`config.mk`:
```
export PLATFORM = sky130hd
export DESIGN_NAME = sram_bank_arbiter
export DESIGN_NICKNAME = d
export VERILOG_FILES = /design/src/rtl/sram_arb_pkg.sv /design/src/rtl/sram_rr_picker.sv /design/src/rtl/sram_bank_arbiter.sv
export SDC_FILE = /design/constraint.sdc
export NUM_CORES = 1
export LEC_CHECK = 0
export ABC_AREA = 1
export BUFFER_PORTS_ARGS = -buffer_cell sky130_fd_sc_hd__buf_2
export CAP_MARGIN = 20
export CORE_AREA = 5 5 135 137
export CTS_BUF_LIST = sky130_fd_sc_hd__clkbuf_16
export CTS_CLUSTER_DIAMETER = 50
export DETAILED_ROUTE_END_ITERATION = 7
export DIE_AREA = 0 0 140 142
export PLACE_DENSITY_LB_ADDON = 0.08
export SYNTH_ARGS = -nofsm -noshare
export SYNTH_HDL_FRONTEND = slang
export SYNTH_SLANG_ARGS = --single-unit
```
`constraint.sdc`:
```
create_clock -name wb_clk_i -period 5.9 [get_ports wb_clk_i]
set_input_delay 0.295 -clock wb_clk_i [delete_from_list [all_inputs] [get_ports wb_clk_i]]
set_output_delay 0.295 -clock wb_clk_i [all_outputs]
set_load 0.01 [all_outputs]
```
`src/rtl/sram_arb_pkg.sv`:
```
// Shared definitions for the SRAM bank arbiter.
//   NUM_REQ      number of requesters sharing the buffer
//   REQ_RX/TX/WB requester indices: MAC RX writer, MAC TX reader, Wishbone slave
//   arb_state_e  access sequencer states
//   bank_csb_n   bank number -> active-low one-cold chip-select vector
package sram_arb_pkg;

    localparam int NUM_REQ   = 3;
    localparam int MAX_BANKS = 16;

    typedef logic [1:0] req_idx_t;

    localparam req_idx_t REQ_RX = 2'd0;
    localparam req_idx_t REQ_TX = 2'd1;
    localparam req_idx_t REQ_WB = 2'd2;

    typedef enum logic [1:0] {
        IDLE = 2'd0,
        CMD  = 2'd1,
        RESP = 2'd2
    } arb_state_e;

    // Callers keep the low NUM_BANKS bits of the result.
    function automatic logic [MAX_BANKS-1:0] bank_csb_n(input int unsigned bank);
        bank_csb_n = ~(MAX_BANKS'(1) << bank);
    endfunction

endpackage

```
`src/rtl/sram_rr_picker.sv`:
```
// Combinational three-way round-robin picker.
//   eligible_i    requesters that may be granted this cycle
//   last_grant_i  index of the most recently served requester
//   grant_o       one-hot grant, the first eligible requester after last_grant_i
//   valid_o       high when grant_o has a bit set
module sram_rr_picker
    import sram_arb_pkg::*;
(
    input  logic [NUM_REQ-1:0] eligible_i,
    input  req_idx_t           last_grant_i,
    output logic [NUM_REQ-1:0] grant_o,
    output logic               valid_o
);

    always_comb begin
        req_idx_t idx;
        grant_o = '0;
        valid_o = 1'b0;
        idx     = '0;
        // Scan starting one past the last winner and wrapping; the last
        // winner is visited last so it only wins when nobody else asks.
        for (int k = 1; k <= NUM_REQ; k++) begin
            idx = req_idx_t'((int'(last_grant_i) + k) % NUM_REQ);
            if (!valid_o && eligible_i[idx]) begin
                grant_o[idx] = 1'b1;
                valid_o      = 1'b1;
            end
        end
    end

endmodule

```
`src/rtl/sram_bank_arbiter.sv`:
```
// Shares the banked single-port SRAM packet buffer between the MAC RX writer,
// the MAC TX reader and the Wishbone slave. One access is in flight at a time:
// IDLE picks a requester and drives the chip select for one cycle, CMD lets the
// macro sample, RESP captures read data and pulses the requester's ack.
//   wb_clk_i, wb_rst_i            clock, asynchronous active-high reset
//   rx_req_i/addr/wdata, rx_ack_o RX full-word writes
//   tx_req_i/addr, tx_ack_o/rdata TX reads
//   wb_req_i/we/addr/sel/wdata,
//   wb_ack_o/rdata                Wishbone byte-masked writes and reads
//   sram_csb_o                    per-bank chip select, active-low
//   sram_web_o/wmask/addr/din     shared macro command bus (all registered)
//   sram_dout_i                   concatenated macro read data, bank n at [DW*n +: DW]
module sram_bank_arbiter
    import sram_arb_pkg::*;
#(
    parameter int NUM_BANKS = 4,
    parameter int BANK_AW   = 10,
    parameter int DW        = 32,
    parameter int AW        = 12
) (
    input  logic                    wb_clk_i,
    input  logic                    wb_rst_i,

    input  logic                    rx_req_i,
    input  logic [AW-1:0]           rx_addr_i,
    input  logic [DW-1:0]           rx_wdata_i,
    output logic                    rx_ack_o,

    input  logic                    tx_req_i,
    input  logic [AW-1:0]           tx_addr_i,
    output logic                    tx_ack_o,
    output logic [DW-1:0]           tx_rdata_o,

    input  logic                    wb_req_i,
    input  logic                    wb_we_i,
    input  logic [AW-1:0]           wb_addr_i,
    input  logic [DW/8-1:0]         wb_sel_i,
    input  logic [DW-1:0]           wb_wdata_i,
    output logic                    wb_ack_o,
    output logic [DW-1:0]           wb_rdata_o,

    output logic [NUM_BANKS-1:0]    sram_csb_o,
    output logic                    sram_web_o,
    output logic [DW/8-1:0]         sram_wmask_o,
    output logic [BANK_AW-1:0]      sram_addr_o,
    output logic [DW-1:0]           sram_din_o,
    input  logic [NUM_BANKS*DW-1:0] sram_dout_i
);

    localparam int MW    = DW / 8;
    localparam int BNK_W = AW - BANK_AW;

    arb_state_e           state_q, state_d;
    req_idx_t             grant_q, grant_d;
    req_idx_t             last_q, last_d;
    logic [BNK_W-1:0]     bank_q, bank_d;
    logic                 rd_q, rd_d;

    logic [NUM_BANKS-1:0] csb_q, csb_d;
    logic                 web_q, web_d;
    logic [MW-1:0]        wmask_q, wmask_d;
    logic [BANK_AW-1:0]   addr_q, addr_d;
    logic [DW-1:0]        din_q, din_d;

    logic                 rx_ack_q, rx_ack_d;
    logic                 tx_ack_q, tx_ack_d;
    logic                 wb_ack_q, wb_ack_d;
    logic [DW-1:0]        tx_rdata_q, tx_rdata_d;
    logic [DW-1:0]        wb_rdata_q, wb_rdata_d;

    logic [NUM_REQ-1:0]   eligible;
    logic [NUM_REQ-1:0]   pick_oh;
    logic                 pick_vld;
    req_idx_t             pick_idx;

    logic                 req_we;
    logic [AW-1:0]        req_addr;
    logic [DW-1:0]        req_din;
    logic [MW-1:0]        req_mask;
    logic [BNK_W-1:0]     req_bank;
    logic [MAX_BANKS-1:0] req_csb_full;
    logic [DW-1:0]        bank_rdata;

    // A requester whose ack is high this cycle still has req up for the
    // access just finished; masking it keeps that stale level from being
    // taken as a second access.
    assign eligible = {wb_req_i & ~wb_ack_q,
                       tx_req_i & ~tx_ack_q,
                       rx_req_i & ~rx_ack_q};

    sram_rr_picker u_picker (
        .eligible_i   (eligible),
        .last_grant_i (last_q),
        .grant_o      (pick_oh),
        .valid_o      (pick_vld)
    );

    always_comb begin
        pick_idx = REQ_RX;
        if (pick_oh[REQ_TX]) begin
            pick_idx = REQ_TX;
        end else if (pick_oh[REQ_WB]) begin
            pick_idx = REQ_WB;
        end
    end

    // Command fields of the requester being picked.
    always_comb begin
        req_we   = 1'b0;
        req_addr = '0;
        req_din  = '0;
        req_mask = '0;
        unique case (pick_idx)
            REQ_RX: begin
                req_we   = 1'b1;
                req_addr = rx_addr_i;
                req_din  = rx_wdata_i;
                req_mask = '1;
            end
            REQ_TX: begin
                req_addr = tx_addr_i;
            end
            REQ_WB: begin
                req_we   = wb_we_i;
                req_addr = wb_addr_i;
                req_din  = wb_wdata_i;
                req_mask = wb_sel_i;
            end
            default: ;
        endcase
        req_bank     = req_addr[AW-1:BANK_AW];
        req_csb_full = bank_csb_n(32'(req_bank));
    end

    assign bank_rdata = sram_dout_i[DW*int'(bank_q) +: DW];

    always_comb begin
        state_d    = state_q;
        grant_d    = grant_q;
        last_d     = last_q;
        bank_d     = bank_q;
        rd_d       = rd_q;
        // Chip selects and write enable fall back to inactive every cycle,
        // so a select is only ever low for the single cycle after a grant.
        csb_d      = '1;
        web_d      = 1'b1;
        wmask_d    = wmask_q;
        addr_d     = addr_q;
        din_d      = din_q;
        rx_ack_d   = 1'b0;
        tx_ack_d   = 1'b0;
        wb_ack_d   = 1'b0;
        tx_rdata_d = tx_rdata_q;
        wb_rdata_d = wb_rdata_q;

        unique case (state_q)
            IDLE: begin
                if (pick_vld) begin
                    grant_d = pick_idx;
                    bank_d  = req_bank;
                    rd_d    = ~req_we;
                    csb_d   = req_csb_full[NUM_BANKS-1:0];
                    web_d   = ~req_we;
                    wmask_d = req_mask;
                    addr_d  = req_addr[BANK_AW-1:0];
                    din_d   = req_din;
                    state_d = CMD;
                end
            end
            CMD: begin
                state_d = RESP;
            end
            RESP: begin
                unique case (grant_q)
                    REQ_RX: rx_ack_d = 1'b1;
                    REQ_TX: begin
                        tx_ack_d   = 1'b1;
                        tx_rdata_d = bank_rdata;
                    end
                    REQ_WB: begin
                        wb_ack_d = 1'b1;
                        // Macro output is not meaningful after a write, so
                        // a Wishbone write leaves the last read data in place.
                        if (rd_q) begin
                            wb_rdata_d = bank_rdata;
                        end
                    end
                    default: ;
                endcase
                last_d  = grant_q;
                state_d = IDLE;
            end
            default: state_d = IDLE;
        endcase
    end

    always_ff @(posedge wb_clk_i or posedge wb_rst_i) begin
        if (wb_rst_i) begin
            state_q    <= IDLE;
            grant_q    <= REQ_RX;
            last_q     <= REQ_WB;
            bank_q     <= '0;
            rd_q       <= 1'b0;
            csb_q      <= '1;
            web_q      <= 1'b1;
            wmask_q    <= '0;
            addr_q     <= '0;
            din_q      <= '0;
            rx_ack_q   <= 1'b0;
            tx_ack_q   <= 1'b0;
            wb_ack_q   <= 1'b0;
            tx_rdata_q <= '0;
            wb_rdata_q <= '0;
        end else begin
            state_q    <= state_d;
            grant_q    <= grant_d;
            last_q     <= last_d;
            bank_q     <= bank_d;
            rd_q       <= rd_d;
            csb_q      <= csb_d;
            web_q      <= web_d;
            wmask_q    <= wmask_d;
            addr_q     <= addr_d;
            din_q      <= din_d;
            rx_ack_q   <= rx_ack_d;
            tx_ack_q   <= tx_ack_d;
            wb_ack_q   <= wb_ack_d;
            tx_rdata_q <= tx_rdata_d;
            wb_rdata_q <= wb_rdata_d;
        end
    end

    assign sram_csb_o   = csb_q;
    assign sram_web_o   = web_q;
    assign sram_wmask_o = wmask_q;
    assign sram_addr_o  = addr_q;
    assign sram_din_o   = din_q;
    assign rx_ack_o     = rx_ack_q;
    assign tx_ack_o     = tx_ack_q;
    assign tx_rdata_o   = tx_rdata_q;
    assign wb_ack_o     = wb_ack_q;
    assign wb_rdata_o   = wb_rdata_q;

endmodule

```
Yosys cells after proc, flatten, opt, wreduce, memory -nomap -nowiden --
Index checks and enable logic that the tools add are counted.
Storage, ports and cells: word-level logic and storage cells 95, flip-flop bits (word level) 127
Operators by class: shift-type cells 2, add/subtract/negate cells 3, order comparisons 6, bitwise logic cells 10, reduce and logical (&&, ||, !) cells 13, muxes and demuxes 36, divide/modulo/power cells 3, equal/unequal tests 7
Operator list (number):
- $shiftx 128x8->32 | 1
- $mod 32x3->32 const B | 3
- $pmux 32 s2 | 1
- $pmux 12 s3 | 1
- $mux 1 | 17
- $lt 2x3->1 const B | 3
- $mux 3 | 3
- $mux 4 | 2
- $pmux 4 s2 | 1
- $add 2x2->3 const B | 2
- $bmux 1 s2 | 3
- $demux 1 s2 | 3
- $eq 2x1->1 const B | 3
- $eq 2x2->1 const B | 3
- $ge 2x1->1 const B | 3
- $logic_not 2->1 | 3
- $mux 2 | 3
- $or 3x3->3 | 2
- $logic_and 1x1->1 | 5
- $not 1->1 | 4
- $not 4->4 | 1
- $pmux 2 s2 | 1
- $reduce_and 2->1 | 2
- $shl 1x2->4 const A | 1
- 6 further kinds | 9

Depth between registers and ports, before layout --
word-level depth 19, gate-level depth with buffers 15, mapped depth without buffers 15

Cells and area by module --
A second synthesis with hierarchy kept.
Unflattened totals: cells, all modules 953, area total of the unflattened synthesis 6765.2 sq um
By module, submodules not included:
- sram_bank_arbiter | instances 1, cells each 906, area each 6492.5 sq um
- sram_rr_picker | instances 1, cells each 47, area each 272.8 sq um

Least setup slack after synthesis --
OpenSTA, ideal clock, no wires.
path kind register to register, start register last_q[1], end register din_q[0], in the netlist sram_din_o[0], data arrival time 1.862 ns, buffers on the path 2, stages on the path, launching flop included 12, setup slack 3.913 ns, data required time 5.775 ns, path through dfstp_2 > ha_1 > nand3_1 > nand2_1 > a21oi_2 > nand2_1 > o21ai_4 > inv_2 > buf_6 > buf_2 > nand3_1 > nand3_1
On the way: longest elaborated chain between the ends 15, elaborated cells between the ends (all ways) 45, classes of those cells add/sub: 3; div: 3; order compare: 6; eq/ne: 1; mux: 21; bitwise: 2; reduce/logical: 9
Ends and longest elaborated chain:
- from (decl) | RTL line sram_bank_arbiter.sv:55 | req_idx_t last_q, last_d;
- from (signal assigned) | RTL line sram_bank_arbiter.sv:217 | last_q <= last_d;
- $add 2x1->3 | RTL line sram_rr_picker.sv:23 | idx = req_idx_t'((int'(last_grant_i) + k) % NUM_REQ);
- $mod 32x3->32 | RTL line sram_rr_picker.sv:23
- $lt 2x3->1 (not written as such), or another cell as far along | RTL line sram_rr_picker.sv:25 | grant_o[idx] = 1'b1;
- $logic_and 1x1->1 (not written as such) / $mux 1 (equally long branches) | RTL line sram_rr_picker.sv:25, sram_rr_picker.sv:24
- $mux 1 (on tied branches) | RTL line sram_rr_picker.sv:25, sram_rr_picker.sv:24
- $demux 1 s2 / $logic_not 1->1 (equally long branches)
- $mux 3 / $logic_and 1x1->1 (equally long branches) | RTL line sram_rr_picker.sv:24 | if (!valid_o && eligible_i[idx]) begin
- $or 3x3->3 (no line) / $mux 1 (equally long branches)
- $mux 3 / $logic_not 1->1 (equally long branches) | RTL line sram_rr_picker.sv:24
- $or 3x3->3 (no line) / $logic_and 1x1->1 (equally long branches)
- $mux 3 | RTL line sram_rr_picker.sv:24
- $mux 2 | RTL line sram_bank_arbiter.sv:102 | end else if (pick_oh[REQ_WB]) begin
- $mux 2 | RTL line sram_bank_arbiter.sv:100 | if (pick_oh[REQ_TX]) begin
- $eq 2x2->1 / $logic_not 2->1 (equally long branches) | RTL line sram_bank_arbiter.sv:113 | unique case (pick_idx)
- $pmux 32 s2 | RTL line sram_bank_arbiter.sv:113
- to (signal assigned) | RTL line sram_bank_arbiter.sv:224 | din_q <= din_d;
- to (decl) | RTL line sram_bank_arbiter.sv:63 | logic [DW-1:0] din_q, din_d;
Parallel ways exist; a longest one is shown, timed or not. The select of a mux whose other input is x is not followed. A chain may end at the register's enable or synchronous reset.

Final worst setup path --
start register last_q[1], end register bank_q[0]
On the way: longest elaborated chain between the ends 15, elaborated cells between the ends (all ways) 46, classes of those cells add/sub: 3; div: 3; order compare: 6; eq/ne: 2; mux: 21; bitwise: 2; reduce/logical: 9
Ends and longest elaborated chain:
- $add 2x1->3 | RTL line sram_rr_picker.sv:23
- $mod 32x3->32 | RTL line sram_rr_picker.sv:23
- $lt 2x3->1 (not written as such), or another cell as far along | RTL line sram_rr_picker.sv:25
- $logic_and 1x1->1 (not written as such) / $mux 1 (equally long branches) | RTL line sram_rr_picker.sv:25, sram_rr_picker.sv:24
- $mux 1 (on tied branches) | RTL line sram_rr_picker.sv:25, sram_rr_picker.sv:24
- $demux 1 s2 / $logic_not 1->1 (equally long branches)
- $mux 3 / $logic_and 1x1->1 (equally long branches) | RTL line sram_rr_picker.sv:24
- $or 3x3->3 (no line) / $mux 1 (equally long branches)
- $mux 3 / $logic_not 1->1 (equally long branches) | RTL line sram_rr_picker.sv:24
- $or 3x3->3 (no line) / $logic_and 1x1->1 (equally long branches)
- $mux 3 | RTL line sram_rr_picker.sv:24
- $mux 2 | RTL line sram_bank_arbiter.sv:102
- $mux 2 | RTL line sram_bank_arbiter.sv:100
- $eq 2x2->1, or another cell as far along | RTL line sram_bank_arbiter.sv:113
- $pmux 12 s3 | RTL line sram_bank_arbiter.sv:113
- to (signal assigned) | RTL line sram_bank_arbiter.sv:218 | bank_q <= bank_d;
- to (decl) | RTL line sram_bank_arbiter.sv:56 | logic [BNK_W-1:0] bank_q, bank_d;
Parallel ways exist; a longest one is shown, timed or not. The select of a mux whose other input is x is not followed.

==> run summary <==
PwrDens = 616 nW/um2
Wirelength per Cell = 16.8 um
Most common cell in the synthesized netlist = nand2_1
Final wirelength = 22,600 um
Starting Density = 0.372
Vias/cell = 4.92
Crit end category = flop
Tot GR Track Use = 0.220
R2R depth = 12
Synth warn = 0
Static Leak = 4.66 nW
GRT overflow = 0
Vias in the first global route = 6,503
Yosys top cell area share = 0.480
Slew HR = 0.270
Placed Area = 8160 um2
Total Power = 5.40 mW
Max Slew Vio Count = 0
Syn-to-layout area delta = 39.0%
Post-synth top flop = dfrtp_1
Die width = 140 um
Synth area leader = dfrtp_1
Delay-heaviest family, CP = simple AND/OR/NAND/NOR gates
Root Buffer = clkbuf_16
Residual DRC = 0
Tcrit/Tclk final = 0.508
First-pass iteration count of the detailed router = 5
Die ar. = 19,900 um2
First-pass GRT wire length = 35,000 um
Largest net degree at the start of global routing = 79
Data arrival, critical path = 3340 ps
Most frequent CP cell = nand2_1
Distinct cells, synth = 29
Final Wtd Congestion = 0.851
Post_cts resized = 0
Max cap viols = 0
Crit path cell chain = ha_1, inv_2, nand3_2, nand3_1, nand2_1, a21boi_1, nand2_2, nor2_4, nand2_1, nand3_1, nand2_1, nand2_1
Clock tree buffer depth = 2
Crit-path max cell delay = 860 ps
Cell count after synthesis = 781
IO Pins = 356
TritonCTS clock tree = yes
Clk_lat worst skew = 410 ps
Hpwl dp = 16,500 um
Post-CTS setup buffers = 0
EDFF count, synth = 0
Routed Antenna Nets = 0
Die Ht = 142 um
CP Max Fanout = 44
Fraction of layout cells with a size suffix above 1 = 0.362
Hold Path Depth = 2
Hold WC Path Type = in2reg
Least-Margin Pin Slew = 1100 ps
Via count = 6,621
Post-Syn Area = 6300 um2
Register area share after synthesis = 0.505
Clk pin slew, worst setup/hold paths = 60 ps
CTS Hold Bufs = 0
Tmin final = 2990 ps
Status = finished clean
Final cell area excluding filler cells = 8770 um2
Core Area = 16,900 um2
Final Hold Vio Count = 0
Avg Cell Area, Syn = 8.07 um2
Antenna violations before repair = 0
Setup CP Type = reg2reg
Setup_tns = 0 ps
Worst Path Required = 6240 ps
DR iter-0 viols = 381
Slowest CP cell = nor2_4
Commonest cells in the netlist = 259 x nand2_1, 121 x dfrtp_1, 113 x nand3_1, 72 x o21ai_0, 49 x a21oi_1
Placement Rows = 48
FFs w/ async S/R, synth = 1.00
Fmax = 334 MHz
Peak supply drop = 0.281 mV
Final hold slack = 58.9 ps
Type of origin of the critical path = flop
Port Buffers = 355
Nets = 1,350
Number of buffers created by CTS = 17
RSZ-0062 raised after global routing = no
Synth area leaders = dfrtp_1 48%, nand2_1 15%, nand3_1 9.0%
Final Skew = 7.35 ps
Worst path bufs/invs = 1
Post-Syn Nets = 1,023
TritonCTS Sinks = 127
Setup violations, final = 0
WP depth = 12
Htree depth = 4
Seq cells post-synth = 127
final cells by class:
cell class	instances	area (um2)
antenna	1	2.50
clock buffer	17	425
clock inverter	15	138
fill	1683	8170
inverter	33	126
multi-input combinational	568	2760
sequential	127	3190
tap	225	282
timing repair buffer	361	1850
per-stage QoR:
stage                      util  std cells  worst slack [ps]
after detailed placement  0.482       1312              2910
after global placement    0.482       1312              2980
final                     0.518       1347              2910
after CTS                 0.515       1344              2900
after floorplan               -        781              2230
after global routing      0.517       1346              2610
flip-flops by register name, summed over array words and instances, names as in the netlist, 2 cells and up:
register and cells:
last_q 2, sram_wmask_o 4, wb_rdata_o 32, sram_addr_o 10
grant_q 2, tx_rdata_o 32, sram_csb_o 4, state_q 2
bank_q 2, sram_din_o 32
power by group:
| part | total (mW) | switching [mW] | internal, mW |
|---|---|---|---|
| sequential | 1.52 | 0.220 | 1.30 |
| clock | 1.01 | 0.364 | 0.646 |
| combinational | 2.86 | 1.87 | 0.998 |
kinds of logic (layout without fill, tap and decap cells):
| logic type | Yosys count | count (layout) | share of synthesized area |
|---|---|---|---|
| AOI/OAI and AO/OA | 159 | 159 | 0.155 |
| and+or+nand+nor | 405 | 405 | 0.274 |
| adders and majority gates | 4 | 4 | 0.00794 |
| buffers and inverters | 86 | 426 | 0.0575 |
| DFF | 127 | 127 | 0.505 |
| other | 0 | 1 | 0 |
cell usage in the layout, fill, tap and decap left out:
master and instances:
buf_12 2, a21oi_1 49, inv_4 1, nor2_1 12, o21ai_0 72, clkbuf_16 17
buf_2 355, a32o_1 32, diode_2 1, dfstp_2 6, ha_1 4, bufinv_16 3
dfrtp_2 1, a21oi_2 1, nand3_1 113, o21ai_4 1, clkinv_2 2, nor2_4 3
nor3_1 4, nand3_2 1, o21a_1 1, o21ai_1 1, nand2_1 258, clkinv_1 6
inv_2 6, a21boi_1 1, or2_0 8, buf_4 4, dfrtp_1 120, o21bai_1 1
nand4_1 3, inv_1 30, nand2_2 3
routing by layer:
layer | vias to the layer above | track usage | wire length [um]
li1 | 3299 | - | -
met5 | - | 0 | 0
met2 | 277 | 0.362 | 10900
met4 | 0 | 0.0607 | 318
met1 | 3025 | 0.280 | 9470
met3 | 20 | 0.0726 | 1910
worst paths after layout:
path	startpoint	endpoint	slack [ps]
setup / recovery	last_q[1]	bank_q[0]	2910
hold / removal	wb_we_i	sram_web_o	60
setup reg to reg	last_q[1]	bank_q[0]	2910
hold reg to reg	state_q[1]	state_q[1]	450
max in group asynchronous	wb_rst_i	bank_q[0]	4530
min in group asynchronous	wb_rst_i	sram_din_o[21]	70
Note: power is estimated with default switching activity, not from simulation.
